[src/rtl/bus_arbiter_nm.sv]
`timescale 1ns/1ps
// -----------------------------------------------------------------------------
// bus_arbiter_nm
//   Arbiter for N masters sharing one serial bus in front of S slaves.
//   Supports round-robin or fixed priority, latches single-cycle requests,
//   parks masters whose slave issued a split (resumed masters win the next
//   arbitration), and force-releases an owner that holds the bus too long.
//
// Ports
//   clk            bus clock, rising edge
//   rstn           synchronous active-low reset
//   m_req          per-master request (pulse or level)
//   m_done         per-master end-of-transaction pulse (owner only counts)
//   slave_sel      index of the slave currently addressed
//   s_split        split request from the addressed slave
//   s_resume       per-slave resume pulse
//   m_grant        one-hot bus grant
//   bus_owner      index of the granted master
//   bus_busy       bus currently owned
//   parked         masters waiting on a split slave
//   timeout_err    one-cycle pulse on forced release
//   arbiter_state  state code for debug
//
// state    | meaning
// ---------+---------------------------------------------------------------
// IDLE (0) | no owner; grant the winner among eligible masters
// OWN  (1) | grant held; wait for done, split or timeout
// RELEASE(2)| one dead cycle with the grant removed, rotate rr pointer
// -----------------------------------------------------------------------------
module bus_arbiter_nm #(
    parameter int NUM_MASTERS = 2,
    parameter int NUM_SLAVES  = 3,
    parameter int RR_MODE     = 1,
    parameter int TIMEOUT     = 255,
    parameter int MW          = (NUM_MASTERS > 1) ? $clog2(NUM_MASTERS) : 1,
    parameter int SW          = (NUM_SLAVES > 1) ? $clog2(NUM_SLAVES) : 1
) (
    input  logic                   clk,
    input  logic                   rstn,
    input  logic [NUM_MASTERS-1:0] m_req,
    input  logic [NUM_MASTERS-1:0] m_done,
    input  logic [SW-1:0]          slave_sel,
    input  logic                   s_split,
    input  logic [NUM_SLAVES-1:0]  s_resume,
    output logic [NUM_MASTERS-1:0] m_grant,
    output logic [MW-1:0]          bus_owner,
    output logic                   bus_busy,
    output logic [NUM_MASTERS-1:0] parked,
    output logic                   timeout_err,
    output logic [3:0]             arbiter_state
);

    localparam int TW = (TIMEOUT > 1) ? $clog2(TIMEOUT + 1) : 1;
    localparam logic [TW-1:0] TIMEOUT_V = TW'(TIMEOUT);

    typedef enum logic [1:0] {
        ST_IDLE    = 2'd0,
        ST_OWN     = 2'd1,
        ST_RELEASE = 2'd2
    } state_t;

    state_t                  state, state_nxt;
    logic [NUM_MASTERS-1:0]  pending, pending_nxt;
    logic [NUM_MASTERS-1:0]  resumed, resumed_nxt;
    logic [NUM_MASTERS-1:0]  parked_nxt;
    logic [NUM_MASTERS-1:0]  grant_nxt;
    logic [SW-1:0]           park_slave     [NUM_MASTERS];
    logic [SW-1:0]           park_slave_nxt [NUM_MASTERS];
    logic [MW-1:0]           owner_nxt;
    logic [MW-1:0]           rr_ptr, rr_ptr_nxt;
    logic [TW-1:0]           timer, timer_nxt, timer_inc;
    logic                    timeout_nxt;

    logic [NUM_MASTERS-1:0]  eligible;
    logic [NUM_MASTERS-1:0]  resumed_elig;
    logic [NUM_MASTERS-1:0]  resume_hit;
    logic                    win_valid;
    logic [MW-1:0]           win_idx;
    logic                    rr_found;
    int                      cand;

    assign timer_inc     = timer + 1'b1;
    assign bus_busy      = (state == ST_OWN);
    assign arbiter_state = {2'b00, state};

    // A resume only reaches masters already recorded as parked, so a split
    // and a resume from the same slave in one cycle never cancel out.
    always_comb begin
        resume_hit = '0;
        for (int m = 0; m < NUM_MASTERS; m++) begin
            for (int k = 0; k < NUM_SLAVES; k++) begin
                if (parked[m] && s_resume[k] && (park_slave[m] == SW'(k))) begin
                    resume_hit[m] = 1'b1;
                end
            end
        end
    end

    assign eligible     = (pending | m_req | resumed) & ~parked;
    assign resumed_elig = resumed & ~parked;

    // Winner selection: resumed masters first (lowest index), then either a
    // rotating search starting just after the last owner or lowest index.
    always_comb begin
        win_valid = 1'b0;
        win_idx   = '0;
        rr_found  = 1'b0;
        cand      = 0;
        if (|resumed_elig) begin
            win_valid = 1'b1;
            for (int i = NUM_MASTERS - 1; i >= 0; i--) begin
                if (resumed_elig[i]) begin
                    win_idx = MW'(i);
                end
            end
        end else if (|eligible) begin
            win_valid = 1'b1;
            if (RR_MODE != 0) begin
                for (int d = 1; d <= NUM_MASTERS; d++) begin
                    cand = (int'(rr_ptr) + d) % NUM_MASTERS;
                    if (!rr_found && eligible[cand]) begin
                        win_idx  = MW'(cand);
                        rr_found = 1'b1;
                    end
                end
            end else begin
                for (int i = NUM_MASTERS - 1; i >= 0; i--) begin
                    if (eligible[i]) begin
                        win_idx = MW'(i);
                    end
                end
            end
        end
    end

    always_comb begin
        state_nxt      = state;
        pending_nxt    = pending | m_req;
        resumed_nxt    = resumed | resume_hit;
        parked_nxt     = parked & ~resume_hit;
        park_slave_nxt = park_slave;
        grant_nxt      = m_grant;
        owner_nxt      = bus_owner;
        rr_ptr_nxt     = rr_ptr;
        timer_nxt      = timer;
        timeout_nxt    = 1'b0;

        case (state)
            ST_IDLE: begin
                if (win_valid) begin
                    state_nxt            = ST_OWN;
                    grant_nxt            = '0;
                    grant_nxt[win_idx]   = 1'b1;
                    owner_nxt            = win_idx;
                    pending_nxt[win_idx] = 1'b0;
                    resumed_nxt[win_idx] = 1'b0;
                    timer_nxt            = '0;
                end
            end

            ST_OWN: begin
                timer_nxt = timer_inc;
                if (m_done[bus_owner]) begin
                    state_nxt = ST_RELEASE;
                    grant_nxt = '0;
                end else if (s_split) begin
                    state_nxt                 = ST_RELEASE;
                    grant_nxt                 = '0;
                    parked_nxt[bus_owner]     = 1'b1;
                    park_slave_nxt[bus_owner] = slave_sel;
                end else if ((TIMEOUT != 0) && (timer_inc == TIMEOUT_V)) begin
                    state_nxt   = ST_RELEASE;
                    grant_nxt   = '0;
                    timeout_nxt = 1'b1;
                end
            end

            ST_RELEASE: begin
                state_nxt = ST_IDLE;
                grant_nxt = '0;
                if (RR_MODE != 0) begin
                    rr_ptr_nxt = bus_owner;
                end
            end

            default: begin
                state_nxt = ST_IDLE;
                grant_nxt = '0;
            end
        endcase
    end

    always_ff @(posedge clk) begin
        if (!rstn) begin
            state       <= ST_IDLE;
            m_grant     <= '0;
            bus_owner   <= '0;
            parked      <= '0;
            resumed     <= '0;
            pending     <= '0;
            rr_ptr      <= MW'(NUM_MASTERS - 1);
            timer       <= '0;
            timeout_err <= 1'b0;
            for (int m = 0; m < NUM_MASTERS; m++) begin
                park_slave[m] <= '0;
            end
        end else begin
            state       <= state_nxt;
            m_grant     <= grant_nxt;
            bus_owner   <= owner_nxt;
            parked      <= parked_nxt;
            resumed     <= resumed_nxt;
            pending     <= pending_nxt;
            rr_ptr      <= rr_ptr_nxt;
            timer       <= timer_nxt;
            timeout_err <= timeout_nxt;
            park_slave  <= park_slave_nxt;
        end
    end

endmodule
[config.mk]
export PLATFORM = sky130hd
export DESIGN_NAME = bus_arbiter_nm
export DESIGN_NICKNAME = d
export VERILOG_FILES = /design/src/rtl/bus_arbiter_nm.sv
export SDC_FILE = /design/constraint.sdc
export NUM_CORES = 1
export LEC_CHECK = 0
export ABC_AREA = 1
export CAP_MARGIN = 40
export CELL_PAD_IN_SITES_DETAIL_PLACEMENT = 1
export CELL_PAD_IN_SITES_GLOBAL_PLACEMENT = 1
export CORE_MARGIN = 5
export CORE_UTILIZATION = 32
export DETAILED_ROUTE_END_ITERATION = 8
export GPL_TIMING_DRIVEN = 0
export PLACE_DENSITY = 0.7
export SLEW_MARGIN = 20
export SYNTH_ARGS = -nofsm -noshare
export SYNTH_HDL_FRONTEND = slang
export SYNTH_SLANG_ARGS = --single-unit
[constraint.sdc]
create_clock -name clk -period 1.5 [get_ports clk]
set_clock_uncertainty 0.05 [all_clocks]
set_input_delay 0.3 -clock clk [delete_from_list [all_inputs] [get_ports clk]]
set_output_delay 0.3 -clock clk [all_outputs]
set_load 0.02 [all_outputs]
**After elaboration in Yosys (flattened, before gate mapping)**

Index checks and enable logic that the tools add are counted.

- Bitwise logic cells: 18
- Reduce and logical (&&, ||, !) cells: 28
- Equality and inequality tests: 9
- Add/subtract/negate cells: 3
- Magnitude comparators: 8
- Multiplexer cells: 52

Operators with widths:

| operator | number |
|---|---|
| 2-bit two-way mux | 16 |
| 1-bit two-way mux | 28 |
| 1-bit logical AND | 16 |
| 8-bit one-hot mux with 2 select lines | 1 |
| 2-bit bitwise AND | 5 |
| 8-bit by 1-bit adder with 8-bit output (second input constant) | 1 |
| 8-bit equality test (second input constant) | 1 |
| 8-bit two-way mux | 1 |
| 2-bit bitwise OR | 4 |
| 2-bit one-hot mux with 2 select lines | 2 |
| 2-bit by 1-bit equality test with 1-bit output (second input constant) | 3 |
| 2-bit equality test (second input constant) | 3 |
| 2-bit zero test | 3 |
| 2-bit by 3-bit less-than comparator with 1-bit output (second input constant) | 2 |
| 2-bit inverter | 3 |
| 2-bit AND reduction | 3 |
| 4-bit bitwise mux | 1 |
| 1-bit by 2-bit less-than comparator with 1-bit output (second input constant) | 2 |
| 4-bit by 2-bit != test with 1-bit output (second input constant) | 1 |
| 2-bit OR reduction | 2 |
| 4-bit OR reduction | 1 |
| 1-bit inverter | 3 |
| 3-bit AND reduction | 1 |
| 1-bit adder (second input constant) | 2 |
| 10 further kinds | 13 |

- Bits of input ports: 12
- Logic and storage cells: 129
- Output and inout bits: 11
- Register bits: 25

**Depth between registers and ports, before layout**

Gate-level depths: netlist (run 1).

- Depth in word-level cells: 22
- Depth in mapped cells: 12

**Worst setup path before layout (run 1)**

No wires, ideal clock.

- Kind: reg2reg
- From: reg timer[0]
- To: reg m_grant[0]
- Stages on the path, launching flop included: 13
- Path slack: 0.012 ns
- Arrival: 1.306 ns
- Library setup time: 0.132 ns
- Clock period less this slack: 1.488 ns
- Cell sequence: dfxtp_1 ha_1 nand2_1 nor2_2 nand2_1 nand2_1 nand2_1 nor2_2 nand3_2 nand2_2 nand2_2 nand2_1 a21oi_2

- Longest elaborated chain between the ends: 4

RTL lines:

| element | RTL line | text |
|---|---|---|
| start, declared | 71 | `logic [TW-1:0] timer, timer_nxt, timer_inc;` |
| start signal, assigned | 215 | `timer <= timer_nxt;` |
| 8-bit by 1-bit adder with 8-bit output | 82 | `assign timer_inc = timer + 1'b1;` |
| 8-bit equality test | 171 | `end else if ((TIMEOUT != 0) && (timer_inc == TIMEOUT_V)) begin` |
| 4-bit by 2-bit != test with 1-bit output (no line) | -- |  |
| 2-bit AND reduction (no line) | -- |  |
| end signal, assigned | 209 | `m_grant <= grant_nxt;` |
| end, declared | 45 | `output logic [NUM_MASTERS-1:0] m_grant,` |

Every way passes these cells.
A chain may end at the register's enable or synchronous reset.

**Worst setup path after layout (run 1)**

Ends and elaborated chain as after synthesis.

==> metrics, run 1 <==
fillers 474; relative slew slack 60.1%; Post-DP HPWL 2.44 mm; Critical Path AT 1.67 ns; Synth Area in XOR/XNOR 0.732%; layout cells sized above 1 33.2%; area fraction in compound gates after synthesis 16.5%; Worst setup EP type flip-flop; RSZ-0062 raised after global routing true; R2R setup slack -0.08 ns; Lkg Pwr 0.000708 uW; number of routed nets with antenna violations 0; grt ovf 0; Power Density 923 nW/um^2; drt wl/cell 13.3 um; TritonRoute pass-1 iters 4; detailed-route via count 1226; Initial DRC Count 34; Worst R2R Start timer[0]; clock slew at reported path FFs 0.09 ns; largest net degree at the start of global routing 14; critical path class flip-flop to flip-flop; Worst path slowest cell dfxtp_4; DRC 0; die area 5060 sq um; Post-Synth Simple-Gate Area 29.3%; ANT cells 0; TritonCTS clock tree yes; transition time at the pin with the least slew margin 0.598 ns; Core Rows 22; first-pass GRT wire length 5.55 mm; number of global-route vias before repair 1295; drt via density 4.85; Pins Over Slew Limit 0; count of warnings emitted by yosys 0; largest cells by area after synthesis dfxtp_1 42%, nand2_1 12%, a21oi_1 7.9%; Synth Register Bits 25; min Tclk post-route 1.58 ns; largest family of logic cells by synthesized area simple AND/OR/NAND/NOR gates; Synth Cell Area 1200 sq um; Die Width 71.1 um; final WL 3.36 mm; total clock buffers created by CTS 3; clock tree buffer depth 2; family with the most delay on the worst path simple AND/OR/NAND/NOR gates; CP max stage delay 0.38 ns; WHS Path Cells 3; area share of the largest cell type after synthesis 41.8%; R2R depth 12; multi-input logic area 699 sq um; Post-Synth Adder-Cell Area 2.09%; pre-CTS WS -0.364 ns; period utilisation layout 105%; CORE AREA 3630 sq um; Hold Path End pending[1]; status complete, but fails checks; final worst setup slack -0.0771 ns; CTS H-Tree Depth 1; Hold Violations, Final 0; Worst-Skew Late Latency 0.27 ns; mux share of post-synthesis cell area 0%; initial cell density of the core 32.9%; R2R Path End m_grant[0]; Sink Count 25; worst vdd ir 0.809 mV; violated checks negative setup slack; syn_area_per_cell 7.08 sq um; hold-fix buffer count after cts 0; critical path cell sequence ha_4 -> nand2_4 -> nor2_4 -> nand2_1 -> nand2_2 -> nand2_1 -> nor2_2 -> nand3_2 -> nand2_2 -> nand2_2 -> nand2_2 -> a21oi_2; PortBufs 19; startpoint class of the critical path flip-flop; worst hold path type input pin to flip-flop; Worst EP required 1.59 ns; buffers plus inverters on the worst setup path 0; maximum net fanout on the critical path 3; max-cap viol count 0; sequential share of the synthesized area 41.8%; Synth cell types 27; initial antenna violation count 0; fmax 634 MHz; Final Setup Violations 5; Seq. cell area 515 sq um; die height 71.1 um; GRT Util Overall 13.4%; Layout Nets 220; most used cell, CP nand2_2; placed cell area 1450 sq um; Mapped Cells 169; GP Congestion 0.783; design area 1720 sq um; Layout area overhead 43.5%; hold wc startpoint m_req[1]; IO Pins 23; CTS root buf clkbuf_8; largest area contributor in the netlist dfxtp_1
==> through the flow <==
step                      hold slack, ns  utilization (%)  cells  TNS (ns)  total power (uW)
after floorplan                    0.327                -    170         0               963
after global placement             0.401             39.9    237     -5.57              1100
after detailed placement           0.412             39.9    237     -6.57              1110
after CTS                          0.374             44.2    248    -0.423              1540
after global routing               0.246             47.2    253    -0.769              1690
final                              0.248             47.2    253    -0.260              1580
==> worst max path at each step <==
stage / startpoint / endpoint / slack (ns) / cells after the start
after floorplan: timer[0] / m_grant[0] / 0.01 / 12
after global placement: m_req[1] / timer[6] / -0.33 / 8
after detailed placement: m_req[0] / timer[5] / -0.36 / 8
after CTS: timer[0] / m_grant[0] / -0.13 / 12
after global routing: timer[0] / m_grant[1] / -0.17 / 12
final: timer[0] / m_grant[0] / -0.08 / 12
==> registers in the layout, indices dropped and copies added (netlist names) <==
name and flops:
rr_ptr 1, timeout_err 1, m_grant 2, parked 2, pending 2, timer 8, bus_owner 1, resumed 2
park_slave 4, state 2
==> worst register-to-register path: cells and delay by family (launching register included) <==
family                   cells  cell delay (ns)
flip-flops                   1             0.38
adder cells (fa/ha/maj)      1             0.14
AO/OA/AOI/OAI                1             0.04
AND/OR/NAND/NOR             10             0.82
==> cells by family (layout without fill, tap and decap cells) <==
group	count (synthesis)	count (layout)
AND/OR/NAND/NOR	77	77
AO/OA/AOI/OAI	36	36
buffers and inverters	27	62
flip-flops	25	25
adder cells (fa/ha/maj)	2	2
other	1	2
XOR/XNOR	1	1
==> metal layers <==
metal  vias up  GRT usage [%]  share of wire [%]
met5         -              0                  0
li1        612              -                  -
met2        13           25.8                 56
met4         0           3.97                1.2
met1       595           14.3                 40
met3         6           3.13                2.6
==> report_power, final <==
group,internal (uW),switching [uW]
logic,178,247
registers,712,42.0
clock network,190,216
==> cell usage in the layout, fill, tap and decap left out <==
master | Yosys | final
o21ai_0 | 10 | 9
nor4_2 | 0 | 1
or2_4 | 0 | 1
nand2_1 | 37 | 28
clkbuf_1 | 2 | 3
nand4_1 | 2 | 2
xnor2_1 | 1 | 1
a21oi_2 | 3 | 4
nor2_1 | 13 | 7
buf_6 | 0 | 4
nor2_4 | 1 | 2
o2111ai_1 | 1 | 1
buf_4 | 2 | 12
a21oi_4 | 0 | 1
dlymetal6s2s_1 | 0 | 1
nor3_1 | 1 | 1
nand3_1 | 11 | 10
or2_2 | 1 | 1
nor2_2 | 4 | 9
clkdlybuf4s50_1 | 0 | 8
or2_1 | 2 | 1
nand2_2 | 3 | 9
inv_1 | 19 | 18
ha_4 | 0 | 1
dfxtp_1 | 25 | 17
ha_1 | 2 | 1
dfxtp_4 | 0 | 2
dfxtp_2 | 0 | 6
nand3_2 | 1 | 2
dlygate4sd2_1 | 0 | 9
a21oi_1 | 19 | 17
conb_1 | 1 | 2
inv_2 | 3 | 4
clkbuf_8 | 0 | 3
nand2_4 | 0 | 3
o211ai_1 | 1 | 1
o21ai_2 | 0 | 3
==> final cells by class <==
type                            count  area share [%]
Multi-Input combinational cell    118            40.7
Timing Repair Buffer               31            16.3
Sequential cell                    25            30.0
Clock buffer                        4            2.62
Inverter                           22            4.81
Tap cell                           48            3.50
Buffer                              5            1.97
==> synthesized netlist by cell type <==
| master | n |
|---|---|
| a21oi_1 | 19 |
| or2_1 | 2 |
| o2111ai_1 | 1 |
| xnor2_1 | 1 |
| inv_1 | 19 |
| inv_2 | 3 |
| nand3_1 | 11 |
| nor4_1 | 1 |
| o21ai_0 | 10 |
| buf_2 | 1 |
| nor2_1 | 13 |
| dfxtp_1 | 25 |
| or2_2 | 1 |
| nand3_2 | 1 |
| o21ai_1 | 2 |
| nor3_1 | 1 |
| o211ai_1 | 1 |
| nor2_2 | 4 |
| clkbuf_1 | 2 |
| nand2_1 | 37 |
| nor2_4 | 1 |
| ha_1 | 2 |
| nand4_1 | 2 |
| a21oi_2 | 3 |
| nand2_2 | 3 |
| conb_1 | 1 |
| buf_4 | 2 |
==> timing repair <==
item | 4_1_cts | 5_1_grt
buffers inserted | 7 | 5
endpoints found under the setup margin | 26 | 21
pin swaps | 15 | 15
resized for setup | 36 | 26
Note: power is estimated with default switching activity, not from simulation.
==> run 2, diff against run 1 <==
- CORE_ASPECT_RATIO: default -> 1.75
- GPL_ROUTABILITY_DRIVEN: default -> 0
==> run 2 against run 1 <==
The flow still finishes with violations (negative setup slack). Hold slack better by 0.015 ns. Via count down 1.9%. Combinational power up 3%. Register-to-register slack about the same. Power about the same. Clock power down 3%. Sequential power about the same. Wire length up 4.6%. Non-clock buffer count up 1. Highest routed layer unchanged. Flip-flop and latch count unchanged. First-iteration DRC count down 65%. Clock-buffer cell count unchanged. Largest power group unchanged.
==> metrics, run 2 (same netlist as run 1, synthesis figures left out) <==
most common cell after layout, fill and taps aside nand2_1; most frequent cells in the layout 31 x nand2_1, 19 x inv_1, 18 x dfxtp_1; Worst path slowest cell dfxtp_2; met3 Usage GRT 2.00%; R2R setup slack -0.09 ns; Post-DP HPWL 2.65 mm; Lkg Pwr 0.000692 uW; min Tclk post-route 1.59 ns; RSZ-0062 raised after global routing true; Largest regs timer (8), park_slave (4); largest net degree at the start of global routing 14; GRT Util Overall 14.0%; first-pass GRT wire length 5.75 mm; worst vdd ir 0.532 mV; grt met1 use 13.5%; critical path cell sequence nand2_2 -> nor2_4 -> nand2_1 -> nand2_1 -> nand2_1 -> nor2_2 -> nand3_2 -> nand2_2 -> nand2_2 -> nand2_2 -> a21oi_2; Sink Count 25; max reg flops 8; relative slew slack 59.9%; Critical Path AT 1.67 ns; Worst-Skew Late Latency 0.26 ns; drt wl/cell 14.0 um; Pins Over Slew Limit 0; Hold Violations, Final 0; Top Usage Layer GRT met2; grt ovf 0; number of routed nets with antenna violations 0; initial cell density of the core 33.0%; status complete, but fails checks; detailed-route via count 1203; Layout area overhead 41.4%; initial antenna violation count 0; Die Width 56.2 um; CORE AREA 3630 sq um; ANT cells 0; Top reg by flops timer; Placed Cells 235; final hold slack 0.263 ns; die height 90.9 um; Power Density 937 nW/um^2; violated checks negative setup slack; R2R depth 11; fmax 628 MHz; CTS H-Tree Depth 1; TritonRoute pass-1 iters 2; drt via density 4.77; period utilisation layout 106%; Worst setup EP type flip-flop; final worst setup slack -0.0912 ns; transition time at the pin with the least slew margin 0.602 ns; clock slew at reported path FFs 0.09 ns; placed cell area 1450 sq um; Final Setup Violations 5; number of global-route vias before repair 1319; Core Rows 29; max-cap viol count 0; Layout Nets 221; die area 5110 sq um; PortBufs 19; maximum net fanout on the critical path 4; most used cell, CP nand2_2; WHS Path Cells 3; worst hold path type input pin to flip-flop; design area 1690 sq um; clock tree buffer depth 2; CTS root buf clkbuf_8; final WL 3.52 mm; total clock buffers created by CTS 3; IO Pins 23; global-route track usage on met2 27.6%; layout cells sized above 1 30.1%; Initial DRC Count 12; Worst EP required 1.58 ns; critical path class flip-flop to flip-flop; startpoint class of the critical path flip-flop; CP max stage delay 0.40 ns; Non-Filler Instances 252; DRC 0; TritonCTS clock tree yes
==> run 2: layer usage <==
layer	share of wire [%]	up-vias
met3	2.7	4
met1	37	565
met4	1.5	0
met5	0	-
li1	-	618
met2	59	16
==> run 2: report_power, final <==
| part | leakage [uW] | internal, uW | total [uW] | switching, uW |
|---|---|---|---|---|
| Combinational | 0.000462 | 182 | 437 | 255 |
| Clock | 0.0000228 | 190 | 394 | 204 |
| Sequential | 0.000207 | 712 | 755 | 43.2 |
==> run 2: worst paths after layout <==
check,from,endpoint
worst max-delay path,timer[2],m_grant[0]
worst min-delay path,m_req[1],pending[1]
worst max register to register,timer[2],m_grant[0]
worst min register to register,m_grant[0],m_grant[0]
==> run 2: through the flow <==
step | setup WS (ns) | util (%) | setup TNS (ns) | total power, uW
detailed placement | -0.370 | 39.9 | -6.62 | 1110
floorplan | 0.0120 | - | 0 | 963
global route | -0.217 | 46.6 | -0.935 | 1680
finish | -0.0912 | 46.6 | -0.246 | 1590
global placement | -0.320 | 39.9 | -5.31 | 1100
CTS | -0.156 | 44.1 | -0.508 | 1550
==> run 2: repair_timing <==
item	4_1_cts	5_1_grt
hold buffers	0	0
endpoints found under the setup margin	26	22
gates cloned	0	1
resized for setup	37	16
pin swaps	11	12
setup buffers	6	6
endpoints found under the hold margin	0	0
==> run 2: area by class of cell <==
type | count | area (sq um)
Inverter | 22 | 82.6
Buffer | 5 | 33.8
Fill cell | 470 | 1940
Clock buffer | 4 | 45.0
Tap cell | 46 | 57.6
Timing Repair Buffer | 32 | 282
Multi-Input combinational cell | 118 | 677
Sequential cell | 25 | 514
==> run 2: critical path, delay by kind of cell (launching register included) <==
kind / cells / cell delay, ns
AO/OA/AOI/OAI: 1 / 0.04
flip-flops: 1 / 0.40
AND/OR/NAND/NOR: 10 / 0.97
==> run 3, diff against run 2 <==
- GPL_ROUTABILITY_DRIVEN: 0 -> default
==> results of run 3 <==
Same layout as run 2: the final DEF is identical, and so are final timing and power.
